==> config.mk <==
export PLATFORM = sky130hd
export DESIGN_NAME = wide_reg_bank
export DESIGN_NICKNAME = d
export VERILOG_FILES = /design/src/rtl/wide_reg_bank_pkg.sv /design/src/rtl/wide_reg_slot.sv /design/src/rtl/wide_reg_bank.sv
export SDC_FILE = /design/constraint.sdc
export NUM_CORES = 1
export LEC_CHECK = 0
export CORE_ASPECT_RATIO = 0.7
export CORE_UTILIZATION = 37
export DETAILED_ROUTE_END_ITERATION = 10
export SETUP_SLACK_MARGIN = 0.1
export SYNTH_ARGS = -nofsm -noshare
export SYNTH_HDL_FRONTEND = slang
export SYNTH_SLANG_ARGS = --single-unit
==> constraint.sdc <==
create_clock -name Clk -period 1.4 [get_ports Clk]
set_input_delay 0.14 -clock Clk [delete_from_list [all_inputs] [get_ports Clk]]
set_output_delay 0.14 -clock Clk [all_outputs]
set_load 0.02 [all_outputs]
==> src/rtl/wide_reg_bank_pkg.sv <==
// Shared types and address helpers for the wide register bank.
// The address split assumes NWORDS is a power of two (1, 2 or 4).
package wide_reg_bank_pkg;

  localparam int WORD_W = 32;

  typedef logic [WORD_W-1:0] word_t;

  function automatic int aw_f(input int nregs, input int nwords);
    return (nregs * nwords > 1) ? $clog2(nregs * nwords) : 1;
  endfunction

  function automatic int reg_idx_f(input int unsigned addr, input int unsigned nwords);
    return int'(addr / nwords);
  endfunction

  function automatic int word_idx_f(input int unsigned addr, input int unsigned nwords);
    return int'(addr % nwords);
  endfunction

endpackage

==> src/rtl/wide_reg_slot.sv <==
// Storage for one wide register: atomic load on commit plus a one-cycle strobe.
// Build option WIDE_REG_BANK_AUTOCLR_EN makes the value last only for the strobe cycle.
module wide_reg_slot
  import wide_reg_bank_pkg::*;
#(
  parameter int W = 2 * WORD_W
) (
  input  logic         Clk,
  input  logic         Rst_n,
  input  logic         i_commit,
  input  logic [W-1:0] i_data,
  output logic [W-1:0] o_data,
  output logic         o_strobe
);

  logic [W-1:0] r_data;
  logic         r_strobe;

  always_ff @(posedge Clk or negedge Rst_n) begin
    if (!Rst_n) begin
      r_data   <= '0;
      r_strobe <= 1'b0;
    end else if (i_commit) begin
      r_data   <= i_data;
      r_strobe <= 1'b1;
    end else begin
      r_strobe <= 1'b0;
`ifdef WIDE_REG_BANK_AUTOCLR_EN
      r_data   <= '0;
`endif
    end
  end

  assign o_data   = r_data;
  assign o_strobe = r_strobe;

endmodule

==> src/rtl/wide_reg_bank.sv <==
// NREGS wide registers of NWORDS 32-bit words on the VME word bus, with tear-free
// writes (shared write shadow) and reads (shared snapshot). Option: WIDE_REG_BANK_AUTOCLR_EN.
module wide_reg_bank
  import wide_reg_bank_pkg::*;
#(
  parameter int  NREGS  = 4,
  parameter int  NWORDS = 2,
  localparam int AW     = aw_f(NREGS, NWORDS)
) (
  input  logic                           Clk,
  input  logic                           Rst_n,
  input  logic [AW+1:2]                  VMEAddr,
  output logic [WORD_W-1:0]              VMERdData,
  input  logic [WORD_W-1:0]              VMEWrData,
  input  logic                           VMERdMem,
  input  logic                           VMEWrMem,
  output logic                           VMERdDone,
  output logic                           VMEWrDone,
  output logic [NREGS*NWORDS*WORD_W-1:0] regs_o,
  output logic [NREGS-1:0]               wr_strobe_o
);

  localparam int RW   = NWORDS * WORD_W;
  localparam int NTOT = NREGS * NWORDS;

  logic          r_wr_req_d0;
  logic [AW-1:0] r_wr_adr_d0;
  word_t         r_wr_dat_d0;
  logic          r_rd_done;
  word_t         r_rd_data;

  logic          w_wr_hit;
  int            w_wr_reg;
  int            w_wr_word;
  logic          w_rd_map;
  logic          w_rd_hit;
  int            w_rd_reg;
  int            w_rd_word;

  logic [NREGS*RW-1:0] w_regs;
  logic [RW-1:0]       w_commit_data;
  logic [RW-1:0]       w_rd_sel;
  logic [NREGS-1:0]    w_commit;
  word_t               w_rd_snap;

  always_ff @(posedge Clk or negedge Rst_n) begin
    if (!Rst_n) begin
      r_wr_req_d0 <= 1'b0;
      r_wr_adr_d0 <= '0;
      r_wr_dat_d0 <= '0;
    end else begin
      r_wr_req_d0 <= VMEWrMem;
      r_wr_adr_d0 <= VMEAddr;
      r_wr_dat_d0 <= VMEWrData;
    end
  end

  // Every write is acked; unmapped ones simply never reach a shadow or slot.
  assign VMEWrDone = r_wr_req_d0;
  assign w_wr_hit  = r_wr_req_d0 && (32'(r_wr_adr_d0) < NTOT);
  assign w_wr_reg  = reg_idx_f(32'(r_wr_adr_d0), NWORDS);
  assign w_wr_word = word_idx_f(32'(r_wr_adr_d0), NWORDS);

  assign w_rd_map  = 32'(VMEAddr) < NTOT;
  assign w_rd_hit  = VMERdMem && w_rd_map;
  assign w_rd_reg  = reg_idx_f(32'(VMEAddr), NWORDS);
  assign w_rd_word = word_idx_f(32'(VMEAddr), NWORDS);

  always_comb begin
    w_rd_sel = '0;
    for (int i = 0; i < NREGS; i++) begin
      if (w_rd_reg == i) w_rd_sel = w_regs[i*RW +: RW];
    end
  end

  assign w_commit_data[WORD_W-1:0] = r_wr_dat_d0;

  generate
    if (NWORDS > 1) begin : g_wide
      // Index k holds word k for the shadow, and word k+1 for the snapshot.
      word_t r_shadow [NWORDS-1];
      word_t r_snap   [NWORDS-1];

      always_ff @(posedge Clk or negedge Rst_n) begin
        if (!Rst_n) begin
          for (int k = 0; k < NWORDS - 1; k++) begin
            r_shadow[k] <= '0;
            r_snap[k]   <= '0;
          end
        end else begin
          for (int k = 0; k < NWORDS - 1; k++) begin
            if (w_wr_hit && (w_wr_word == k)) r_shadow[k] <= r_wr_dat_d0;
            if (w_rd_hit && (w_rd_word == 0)) r_snap[k] <= w_rd_sel[(NWORDS-2-k)*WORD_W +: WORD_W];
          end
        end
      end

      for (genvar gi = 0; gi < NWORDS - 1; gi++) begin : g_word
        assign w_commit_data[(NWORDS-1-gi)*WORD_W +: WORD_W] = r_shadow[gi];
      end

      always_comb begin
        w_rd_snap = '0;
        for (int j = 1; j < NWORDS; j++) begin
          if (w_rd_word == j) w_rd_snap = r_snap[j-1];
        end
      end
    end else begin : g_narrow
      assign w_rd_snap = '0;
    end
  endgenerate

  generate
    for (genvar gi = 0; gi < NREGS; gi++) begin : g_slot
      assign w_commit[gi] = w_wr_hit && (w_wr_reg == gi) && (w_wr_word == NWORDS - 1);

      wide_reg_slot #(
        .W (RW)
      ) u_slot (
        .Clk      (Clk),
        .Rst_n    (Rst_n),
        .i_commit (w_commit[gi]),
        .i_data   (w_commit_data),
        .o_data   (w_regs[gi*RW +: RW]),
        .o_strobe (wr_strobe_o[gi])
      );
    end
  endgenerate

  // Word 0 is served live and freezes the rest; other words come from the freeze.
  always_ff @(posedge Clk or negedge Rst_n) begin
    if (!Rst_n) begin
      r_rd_done <= 1'b0;
      r_rd_data <= '0;
    end else begin
      r_rd_done <= VMERdMem;
      if (VMERdMem) begin
        if (!w_rd_map)            r_rd_data <= '0;
        else if (w_rd_word == 0)  r_rd_data <= w_rd_sel[RW-1 -: WORD_W];
        else                      r_rd_data <= w_rd_snap;
      end
    end
  end

  assign VMERdDone = r_rd_done;
  assign VMERdData = r_rd_data;
  assign regs_o    = w_regs;

endmodule
==> results.cfg <==
[clocking]
cts_tree = done
htree_levels = 2
clock_latency_ns = 0.53
path_clk_slew_ns = 0.06
root_buffer = clkbuf_16
cts_buffers = 41
cts_max_path_buffers = 3
cts_sinks = 393

[cells_and_area]
final_core_util_pct = 52.98
syn_to_final_growth_pct = 41.18
fillers = 3520
multi_input_area_sq_mm = 0.006484
nets = 1393
layout-drive-gt1-share_pct = 68.14
register_area_sq_mm = 0.009932

[power]
leakagePower_nw = 10.82
p_per_area_mw_per_mm2 = 1780
total_power_mw = 39.92
irDropWorstVdd_v = 0.0007381

[sta]
clock_skew_ns = 0.01311
max_freq_mhz = 623.5
worst_pin_slew_ns = 0.8211
period_share_pct = 114.6
hold_viol = 0
setup_ws_ns = -0.2039
setup_violations = 286
tns_ns = -32.31
timing.final.crit_period_ns = 1.604
slew_headroom_pct = 45.18
rsz0062_at_grt = yes
report.final.slew_viol_count = 0

[critical_path]
cpPeakStageDelay_ns = 0.40
crit_arrival_ns = 2.01
critPathSlowestCell = dfrtp_1
required_ns = 1.80
cp_max_fo = 8
cp-end-kind = flop
r2r_setup_slack_ns = -0.20
crit_family = flip-flops
crit_type = reg2reg
worstSetupStartpointType = flop
worst-path-buf-inv = 2
cp_cell_sequence = and4bb_4 > buf_12 > clkbuf_16 > mux2_4

[placed_design]
place_worst_setup_slack_ns = -0.1668
routabilityCongestion = 0.7778
hpwl_um = 32380
io_buffer_count = 332

[global_routing]
grt_pass1_vias = 10480
grt_util_all_layers_pct = 22.07
grt_pass1_wl_um = 71870
antenna_found_initial = 3
grt_max_degree = 96
grt-ovfl-total = 0

[job]
cap_violations = 0

[synth]
avgSynthCellArea_sq_um = 17.23
yosysUniqueCellTypes = 20
syn_nets = 961
syn_inst = 922
syn_area_sq_mm = 0.01588
synth_top_family_by_area = multiplexers
synthMuxAreaShare_pct = 31.83
synth_fa_ha_area_share_pct = 0
synth-seq-area-share_pct = 61.91
yosys_warnings = 0
synth_compound_gate_area_share_pct = 1.977
synthSimpleGateAreaFrac_pct = 1.764
synth-seq-cells = 393
synth_xor_area_share_pct = 0

[routing]
dr.pass1.iters = 4
wirelength_um = 51940
drc = 0
ant_nets = 0
dr.first_iter.drc_count = 649
routedWlPerCell_um = 26.80
vias_per_cell = 5.284
vias = 10240

[run_status]
status = complete, but fails checks
violations = setup timing

[floorplan]
initial_core_util_pct = 37.52
io_pins = 333
dieWidth_um = 249.6
core_sq_mm = 0.04233
die_area_sq_mm = 0.04378
die_h_um = 175.4
num_rows = 63

[min_path]
hold_class = in2reg
[power breakdown]
part / leakage [nW] / internal (mW) / total, mW / switching, mW
clock: 0.655 / 6.47 / 10.9 / 4.45
sequential: 4.64 / 14.2 / 16.7 / 2.49
combinational: 5.52 / 6.35 / 12.3 / 5.92
[repair_timing]
action | 4_1_cts | 5_1_grt
pin swaps | 1 | 23
endpoints found under the setup margin | 606 | 364
hold buffers | 4 | 0
buffers inserted | 5 | 17
cloned | 2 | 19
gates resized for setup | 1281 | 225
endpoints found under the hold margin | 394 | 0
[flip-flops by register name (all words and copies together) (netlist names)]
register	flops
VMERdData	32
VMERdDone	1
VMEWrDone	1
g_slot.u_slot.o_data	256
g_slot.u_slot.o_strobe	4
g_wide.r_shadow	32
g_wide.r_snap	32
r_wr_adr_d0	3
r_wr_dat_d0	32
[routing by layer]
| layer | track usage [%] | vias up | wire [um] |
|---|---|---|---|
| li1 | - | 4330 | - |
| met1 | 32.11 | 5558 | 24310 |
| met2 | 33.98 | 302 | 23910 |
| met3 | 4.668 | 51 | 2817 |
| met4 | 4.784 | 0 | 895 |
| met5 | 0 | - | 0 |
[synth_stat cells (all sizes together)]
library cell / number / area (sq um)
a211o: 5 / 43.79
nor2b: 7 / 43.79
dfrtp: 393 / 9834
clkbuf: 14 / 52.55
and3: 32 / 200.2
nand4: 1 / 6.260
a221o: 27 / 270.3
mux2: 320 / 3603
clkinv: 1 / 3.750
mux4: 64 / 1453
inv: 3 / 11.26
buf: 52 / 331.6
and4bb: 1 / 12.51
nand4b: 2 / 17.52
[placed cells by master (no fill, tap or decap), types with 33 or more instances in the layout]
cell type,synthesis,layout
mux2_2,318,100
dfrtp_1,393,315
buf_2,34,260
clkbuf_16,0,59
buf_4,4,36
clkdlybuf4s50_1,0,33
mux2_4,0,220
buf_6,4,58
buf_12,3,36
dfrtp_2,0,78
mux4_2,61,64
[final timing paths]
check                                      start                     endpoint  cells past startpoint
worst max-delay path              r_wr_adr_d0[1]  g_slot[0].u_slot.o_data[11]                      4
worst min-delay path                VMEWrData[6]               r_wr_dat_d0[6]                      1
worst max register to register    r_wr_adr_d0[1]  g_slot[0].u_slot.o_data[11]                      4
worst min register to register  g_wide.r_snap[9]             g_wide.r_snap[9]                      1
max in group asynchronous                  Rst_n  g_slot[3].u_slot.o_data[37]                      3
min in group asynchronous                  Rst_n                 VMERdData[9]                      3
[cell type report]
| type | count | area share, % |
|---|---|---|
| Sequential cell | 393 | 44.29 |
| Timing Repair Buffer | 455 | 17.69 |
| Multi-Input combinational cell | 459 | 28.91 |
| Inverter | 4 | 0.06695 |
| Clock buffer | 68 | 5.607 |
| Antenna cell | 2 | 0.02232 |
| Tap cell | 552 | 3.080 |
| Clock inverter | 5 | 0.3348 |
[metrics by stage]
stage	hold WS (ns)	instance area, sq um	std cells
2_1_floorplan	-0.1556	16360	922
3_3_place_gp	-0.03344	20820	1816
3_5_place_dp	-0.03467	20820	1816
4_1_cts	0.01529	21110	1900
5_1_grt	0.02602	22420	1937
6_report	0.04737	22430	1938
[cells by family after synthesis]
| logic type | after synthesis |
|---|---|
| compound gates | 32 |
| simple gates | 43 |
| flops | 393 |
| mux | 384 |
| buf+inv | 70 |
Note: power is estimated with default switching activity, not from simulation.
